File: src/rtl/mcycle_sequencer_if.sv
// Execute-stage <-> multi-cycle multiply/divide handshake bundle.
// The pipeline side is the master; the sequencer is the slave.
interface mcycle_sequencer_if #(
    parameter int WIDTH = 32
);
    logic             Start;
    logic             MCycleOp;
    logic             Abort;
    logic [WIDTH-1:0] Operand1;
    logic [WIDTH-1:0] Operand2;
    logic [WIDTH-1:0] Result1;
    logic [WIDTH-1:0] Result2;
    logic             Busy;
    logic             Done;

    modport master (
        output Start, MCycleOp, Abort, Operand1, Operand2,
        input  Result1, Result2, Busy, Done
    );

    modport slave (
        input  Start, MCycleOp, Abort, Operand1, Operand2,
        output Result1, Result2, Busy, Done
    );
endinterface

File: src/rtl/mcycle_sequencer.sv
// Iterative shift/add multiplier and restoring divider for the Execute stage.
// One iteration per clock; results are published for a single Done cycle.
module mcycle_sequencer #(
    parameter int WIDTH = 32
) (
    input  logic              CLK,
    input  logic              Reset,
    mcycle_sequencer_if.slave bus
);
    localparam int CW = (WIDTH > 2) ? $clog2(WIDTH) : 1;

    typedef enum logic [1:0] {IDLE, COMPUTE, DONE} state_e;

    state_e           state_q, state_d;
    logic [CW-1:0]    count_q, count_d;
    logic             op_q, op_d;
    // Multiplicand for multiply, divisor for divide.
    logic [WIDTH-1:0] opnd_q, opnd_d;
    // hi: product high part (with carry) or partial remainder R.
    // lo: multiplier shift register or quotient/dividend Q.
    logic [WIDTH:0]   hi_q, hi_d;
    logic [WIDTH-1:0] lo_q, lo_d;
    logic [WIDTH-1:0] res1_q, res1_d;
    logic [WIDTH-1:0] res2_q, res2_d;

    logic [WIDTH:0]   mul_sum;
    logic [WIDTH:0]   div_sh;
    logic [WIDTH:0]   div_diff;
    logic [WIDTH:0]   hi_nx;
    logic [WIDTH-1:0] lo_nx;
    logic             last;

    // One datapath iteration for whichever operation is latched.
    always_comb begin
        mul_sum  = hi_q + (lo_q[0] ? {1'b0, opnd_q} : '0);
        div_sh   = {hi_q[WIDTH-1:0], lo_q[WIDTH-1]};
        div_diff = div_sh - {1'b0, opnd_q};
        hi_nx    = {1'b0, mul_sum[WIDTH:1]};
        lo_nx    = {mul_sum[0], lo_q[WIDTH-1:1]};
        if (op_q) begin
            if (div_sh >= {1'b0, opnd_q}) begin
                hi_nx = div_diff;
                lo_nx = {lo_q[WIDTH-2:0], 1'b1};
            end else begin
                hi_nx = div_sh;
                lo_nx = {lo_q[WIDTH-2:0], 1'b0};
            end
        end
    end

    assign last = (count_q == CW'(WIDTH - 1));

    always_comb begin
        state_d = state_q;
        count_d = count_q;
        op_d    = op_q;
        opnd_d  = opnd_q;
        hi_d    = hi_q;
        lo_d    = lo_q;
        res1_d  = res1_q;
        res2_d  = res2_q;
        unique case (state_q)
            IDLE: begin
                if (bus.Start && !bus.Abort) begin
                    op_d    = bus.MCycleOp;
                    opnd_d  = bus.MCycleOp ? bus.Operand2 : bus.Operand1;
                    lo_d    = bus.MCycleOp ? bus.Operand1 : bus.Operand2;
                    hi_d    = '0;
                    count_d = '0;
                    state_d = COMPUTE;
                end
            end
            COMPUTE: begin
                if (bus.Abort) begin
                    state_d = IDLE;
                end else begin
                    hi_d    = hi_nx;
                    lo_d    = lo_nx;
                    count_d = count_q + 1'b1;
                    if (last) begin
                        // Product {hi,lo} and {R,Q} share the same result mapping.
                        res1_d  = lo_nx;
                        res2_d  = hi_nx[WIDTH-1:0];
                        state_d = DONE;
                    end
                end
            end
            DONE: begin
                state_d = IDLE;
            end
            default: begin
                state_d = IDLE;
            end
        endcase
    end

    always_ff @(posedge CLK or posedge Reset) begin
        if (Reset) begin
            state_q <= IDLE;
            count_q <= '0;
            op_q    <= 1'b0;
            opnd_q  <= '0;
            hi_q    <= '0;
            lo_q    <= '0;
            res1_q  <= '0;
            res2_q  <= '0;
        end else begin
            state_q <= state_d;
            count_q <= count_d;
            op_q    <= op_d;
            opnd_q  <= opnd_d;
            hi_q    <= hi_d;
            lo_q    <= lo_d;
            res1_q  <= res1_d;
            res2_q  <= res2_d;
        end
    end

    // Busy follows Start combinationally in IDLE so the stall starts in the request cycle.
    assign bus.Busy    = (state_q == COMPUTE) || ((state_q == IDLE) && bus.Start);
    assign bus.Done    = (state_q == DONE);
    assign bus.Result1 = res1_q;
    assign bus.Result2 = res2_q;
endmodule

File: src/flat_wrapper.sv
// flat-port wrapper written by rule: the top's interface ports become plain ports
module mcycle_sequencer_flat 
#(
    parameter int WIDTH = 32
)
  (CLK, Reset, bus_Start, bus_MCycleOp, bus_Abort, bus_Operand1, bus_Operand2, bus_Result1, bus_Result2, bus_Busy, bus_Done);
  mcycle_sequencer_if #(.WIDTH(WIDTH)) bus_i ();
  input  logic CLK;
  input  logic Reset;
  input wire logic [$bits(bus_i.Start)-1:0] bus_Start;
  input wire logic [$bits(bus_i.MCycleOp)-1:0] bus_MCycleOp;
  input wire logic [$bits(bus_i.Abort)-1:0] bus_Abort;
  input wire logic [$bits(bus_i.Operand1)-1:0] bus_Operand1;
  input wire logic [$bits(bus_i.Operand2)-1:0] bus_Operand2;
  output wire logic [$bits(bus_i.Result1)-1:0] bus_Result1;
  output wire logic [$bits(bus_i.Result2)-1:0] bus_Result2;
  output wire logic [$bits(bus_i.Busy)-1:0] bus_Busy;
  output wire logic [$bits(bus_i.Done)-1:0] bus_Done;
  assign bus_i.Start = bus_Start;
  assign bus_i.MCycleOp = bus_MCycleOp;
  assign bus_i.Abort = bus_Abort;
  assign bus_i.Operand1 = bus_Operand1;
  assign bus_i.Operand2 = bus_Operand2;
  assign bus_Result1 = bus_i.Result1;
  assign bus_Result2 = bus_i.Result2;
  assign bus_Busy = bus_i.Busy;
  assign bus_Done = bus_i.Done;
  mcycle_sequencer #(.WIDTH(WIDTH)) u_core (.CLK(CLK), .Reset(Reset), .bus(bus_i));
endmodule
File: config.mk
export PLATFORM = sky130hd
export DESIGN_NAME = mcycle_sequencer_flat
export DESIGN_NICKNAME = d
export VERILOG_FILES = /design/src/rtl/mcycle_sequencer_if.sv /design/src/rtl/mcycle_sequencer.sv /design/src/flat_wrapper.sv
export SDC_FILE = /design/constraint.sdc
export NUM_CORES = 1
export LEC_CHECK = 0
export CAP_MARGIN = 20
export CORE_UTILIZATION = 52
export DETAILED_ROUTE_END_ITERATION = 8
export GPL_TIMING_DRIVEN = 0
export PLACE_DENSITY = 0.78
export SYNTH_ARGS = -nofsm -noshare
export SYNTH_HDL_FRONTEND = slang
export SYNTH_SLANG_ARGS = --single-unit
File: constraint.sdc
create_clock -name CLK -period 4.85 [get_ports CLK]
set_input_delay 0.485 -clock CLK [delete_from_list [all_inputs] [get_ports CLK]]
set_output_delay 0.485 -clock CLK [all_outputs]
set_load 0.01 [all_outputs]
# After elaboration in Yosys (flattened, before gate mapping)
# Index checks and enable logic that the tools add are counted.
# Widths: inputs -> output; s select.
[word_totals]
reg_bits = 169
latchBits = 0
mem_bits_rw = 0
romBits = 0
input_bits = 69
output_inout_bits = 66
wordCells = 49
memories = 0
[op_classes]
addsub = 3
mul = 0
n_div = 0
n_lt_le_gt_ge = 1
eq_ne = 6
n_shift = 0
n_mux = 20
bitwise = 1
reduce_logical = 10
[op_table]
columns = ["op", "n"]
rows = [
  ["$mux 32", 6],
  ["$mux 33", 4],
  ["$pmux 33 s2", 1],
  ["$pmux 32 s2", 1],
  ["$add 33x33->33", 1],
  ["$ge 33x32->1", 1],
  ["$sub 33x32->33", 1],
  ["$mux 5", 2],
  ["$pmux 5 s2", 1],
  ["$mux 2", 3],
  ["$reduce_and 3->1", 2],
  ["$add 5x1->5 const B", 1],
  ["$eq 5x5->1 const B", 1],
  ["$pmux 2 s2", 1],
  ["$reduce_and 2->1", 2],
  ["$ne 3x2->1 const B", 1],
  ["$eq 2x1->1 const B", 1],
  ["$eq 2x2->1 const B", 1],
  ["$logic_and 1x1->1", 2],
  ["$logic_not 2->1", 1],
  ["$ne 2x1->1 const B", 1],
  ["$ne 2x2->1 const B", 1],
  ["$reduce_bool 2->1", 1],
  ["$logic_not 1->1", 1],
  ["3 further kinds", 3],
]

# Logic depth before layout (Yosys ltp)
[logic_depth]
ltp_word = 5
ltp_mapped = 14
ltp_nobuf = 13

# Worst setup path after synthesis
# No wires, ideal clock.
[synth_path]
path_kind = "register to register"
startpoint = "register u_core.lo_q[0]"
endpoint = "register u_core.res2_q[29] (netlist: u_core.bus.Result2[29])"
setup_time_ns = 0.125
arrival_time_ns = 3.015
t_required_ns = 4.725
slack_ns = 1.711
stages_incl_launch_ff = 13
n_path_buf = 0
path_cell_list = "dfrtp_1 > and2_1 > ha_1 > fa_1 > a211oi_1 > o21ai_1 > o2111a_1 > o211ai_2 > a21oi_1 > o2111ai_1 > o311ai_0 > a221o_1 > mux2_2"
[synth_between]
elab_chain_len = 3
[synth_lines]
columns = ["item", "line", "source"]
rows = [
  ["start, declared", "mcycle_sequencer.sv:22", "logic [WIDTH-1:0] lo_q, lo_d;"],
  ["start signal, assigned", "mcycle_sequencer.sv:113", "lo_q <= lo_d;"],
  ["$mux 32", "mcycle_sequencer.sv:35", "mul_sum = hi_q + (lo_q[0] ? {1'b0, opnd_q} : '0);"],
  ["$add 33x33->33", "mcycle_sequencer.sv:35", ""],
  ["$mux 33", "mcycle_sequencer.sv:40", "if (op_q) begin"],
  ["end signal, assigned", "mcycle_sequencer.sv:115", "res2_q <= res2_d;"],
  ["end, declared", "mcycle_sequencer.sv:24", "logic [WIDTH-1:0] res2_q, res2_d;"],
]
# Every way passes these cells.
# A chain may end at the register's enable or synchronous reset.

# Final worst setup path
# Same ends and word-level chain as after synthesis.

==> impl_metrics.ini <==
[finish]
instances_no_fill = 1803
area_growth_pct = 19.66
nets = 1643
layout-drive-gt1-share_pct = 8.827
ff_latch_area_um2 = 4229
final_area_um2 = 14300
multi_input_comb_area_um2 = 7199
final_core_util_pct = 63.36
fillCellCount = 1912
diodes = 0

[synthesis]
synth_warnings = 0
synth_top_area_share_pct = 35.39
synth_seq_cells = 169
syn_area_um2 = 11950
synth.largest_area_cell = dfrtp_1
yosysMostFrequentCell = dfrtp_1
synth_cell_types = 73
synth_cells = 1350
synth_fp_nets = 1487
seq_area_frac_synth_pct = 35.39
yosys-top-cells-area = dfrtp_1 (35%), mux2_2 (7.3%), mux2i_1 (7.2%), ha_1 (6.9%), a21oi_1 (5.2%)
synth_ff_type = dfrtp_1
synthTopCellsByCount = dfrtp_1 (169), nand2_1 (134), nor2_1 (128)
async_reset_ff_share_pct = 100.0
synth-edff-count = 0
avgSynthCellArea_um2 = 8.853

[worst_setup_path]
reg2reg_slack_ns = 0.82
rr_endpoint = u_core.bus.Result2[29]
path_max_fanout = 7
critPathSlowestCell = dfrtp_1
crit_path_cell_trace = and2_1 -> ha_1 -> fa_1 -> a211oi_1 -> o21ai_1 -> o2111a_1 -> o211ai_2 -> a21oi_1 -> o2111ai_1 -> o311ai_0 -> a221o_1 -> mux2_2
slowest_delay_ns = 0.49
crit_arrival_ns = 4.35
r2r.worst_path.cells = 12
start_kind = flip-flop
rr_startpoint = u_core.lo_q[0]
criticalPathCategory = flip-flop to flip-flop
worst-endpoint-required_ns = 5.18
cp-end-kind = flip-flop

[clocking]
cts_resized = 0
htree_num_levels = 4
numCtsBuffers = 17
clock_latency_ns = 0.44
path_clk_slew_ns = 0.08
cts_hold_buf = 0
cts_sinks = 169
cts_root_buf = clkbuf_16
cts_tree = done
clock_path_buffers = 2
cts_setup_buffers = 0

[sta]
max_freq_ghz = 0.2483
finClkSkew_ns = 0.01110
slew_violations = 0
hold_slack_ns = 0.4761
finalCriticalPeriod_ns = 4.027
rsz0062_at_grt = false
relSlewSlack_pct = 30.45
tightestPinTransition_ns = 1.043
setup_tns_ns = 0
setup_viol = 0
period_share_pct = 83.03
hold_viol = 0
setup_ws_ns = 0.8233

[drt]
wire_per_inst_um = 20.72
vias = 10960
drt_iter0_markers = 860
highest_layer = met4
drc_errors = 0
viasPerCell = 6.079
dr_wl_met3_mm = 3.198
drtAntennaViolNets = 0
wl_met2_mm = 17.00
drtPass1Iterations = 6
m1WireLength_mm = 16.09
wl_mm = 37.36

[power]
irDropWorstVdd_mv = 0.2471
clockPowerShare_pct = 22.5
pwr-share-seq_pct = 30.6
pwr-share-comb_pct = 46.9
finalPower_mw = 6.137
p_per_area_nw_per_um2 = 429.2
p_leak_nw = 6.732
switching_share_pct = 44.06
power.internal_mw = 3.433
p_sw_mw = 2.704

[placed_design]
portBuffers = 133
dpl_worst_slack_ns = 0.8977
dpl_cell_area_um2 = 13720
hpwlAfterDp_mm = 28.88
globalplace.congestion = 0.9715
placed_cells = 1772

[hold_path]
holdCritStartpoint = u_core.bus.Result2[20]
holdPathEnd = u_core.bus.Result2[20]
min_path_type = flip-flop to flip-flop
min_path_cells = 2

[run]
cap_violations = 0

[global_routing]
grt_pass1_vias = 10780
grt_antenna_before_repair = 0
overflow = 0
grt_use_total_pct = 32.08
grt_start_max_net_pins = 40
grt_pass1_wl_mm = 58.35

[floorplanning]
row_count = 55
core_um2 = 22570
dieArea_um2 = 23590
start_util_pct = 52.95
die_w_um = 153.6
io_pins = 135
die_y_um = 153.6

[outcome]
status = finished, final reports clean
-- layout by cell type, fill, tap and decap left out, drive strengths merged, types with 13 or more instances in the layout --
cell,instances
nand4,18
nand3,16
and2,41
ha,66
dfrtp,169
a21o,26
xnor2,29
clkbuf,72
mux2,77
inv,58
buf,29
a31oi,18
nor2,128
a211oi,13
o21ai,104
mux2i,86
a22o,13
a21oi,125
clkdlybuf4s50,133
nand2,134
xor2,25
-- flip-flops by register name (all words and copies together), names as in the netlist --
name and count:
u_core.lo_q 32, u_core.bus.Result2 32, u_core.opnd_q 32, u_core.count_q 5, u_core.hi_q 33, u_core.state_q 2
u_core.op_q 1, u_core.bus.Result1 32
-- worst max-delay path by stage --
stage | depth (start not counted) | slack [ns] | end | start
after floorplan | 12 | 1.71 | u_core.bus.Result2[29] | u_core.lo_q[0]
after global placement | 2 | 0.74 | u_core.bus.Result1[26] | Reset
after detailed placement | 12 | 0.90 | u_core.bus.Result2[29] | u_core.lo_q[0]
after CTS | 12 | 0.88 | u_core.bus.Result2[29] | u_core.lo_q[0]
after global routing | 12 | 0.69 | u_core.bus.Result2[29] | u_core.lo_q[0]
final | 12 | 0.82 | u_core.bus.Result2[29] | u_core.lo_q[0]
-- kinds of logic after synthesis --
| group | count (synthesis) | share of synthesized area (%) |
|---|---|---|
| AO/OA/AOI/OAI | 383 | 20.26 |
| AND/OR/NAND/NOR | 382 | 14.32 |
| flip-flops | 169 | 35.39 |
| multiplexers | 163 | 14.46 |
| buffers and inverters | 131 | 4.376 |
| adder cells (fa/ha/maj) | 68 | 7.245 |
| XOR/XNOR | 54 | 3.957 |
-- layer usage --
layer / track usage (%) / up-vias
li1: - / 5139
met1: 43.45 / 5284
met2: 51.08 / 476
met3: 6.398 / 61
met4: 11.29 / 0
met5: 0 / -
-- cell type report --
| class | count | area share [%] |
|---|---|---|
| Timing Repair Buffer | 137 | 9.869 |
| Sequential cell | 169 | 29.57 |
| Tap cell | 285 | 2.493 |
| Multi-Input combinational cell | 1050 | 50.34 |
| Clock inverter | 14 | 1.067 |
| Clock buffer | 17 | 2.975 |
| Inverter | 51 | 1.365 |
| Buffer | 80 | 2.318 |
-- power by group through the flow --
stage / logic, mW / registers [mW] / clock network (mW)
after detailed placement: 2.80 / 1.89 / 0
after global placement: 2.76 / 1.89 / 0
after global routing: 3.14 / 1.90 / 1.44
final: 2.88 / 1.88 / 1.38
after floorplan: 2.10 / 1.78 / 0
after CTS: 2.82 / 1.86 / 1.39
-- worst max-delay path, delay by kind of cell (launching register included) --
family          cells  cell delay, ns
simple gates        1            0.21
flops               1            0.49
compound gates      8            2.23
mux                 1            0.27
fa+ha+maj           2            0.70
(Power assumes the default switching activity.)
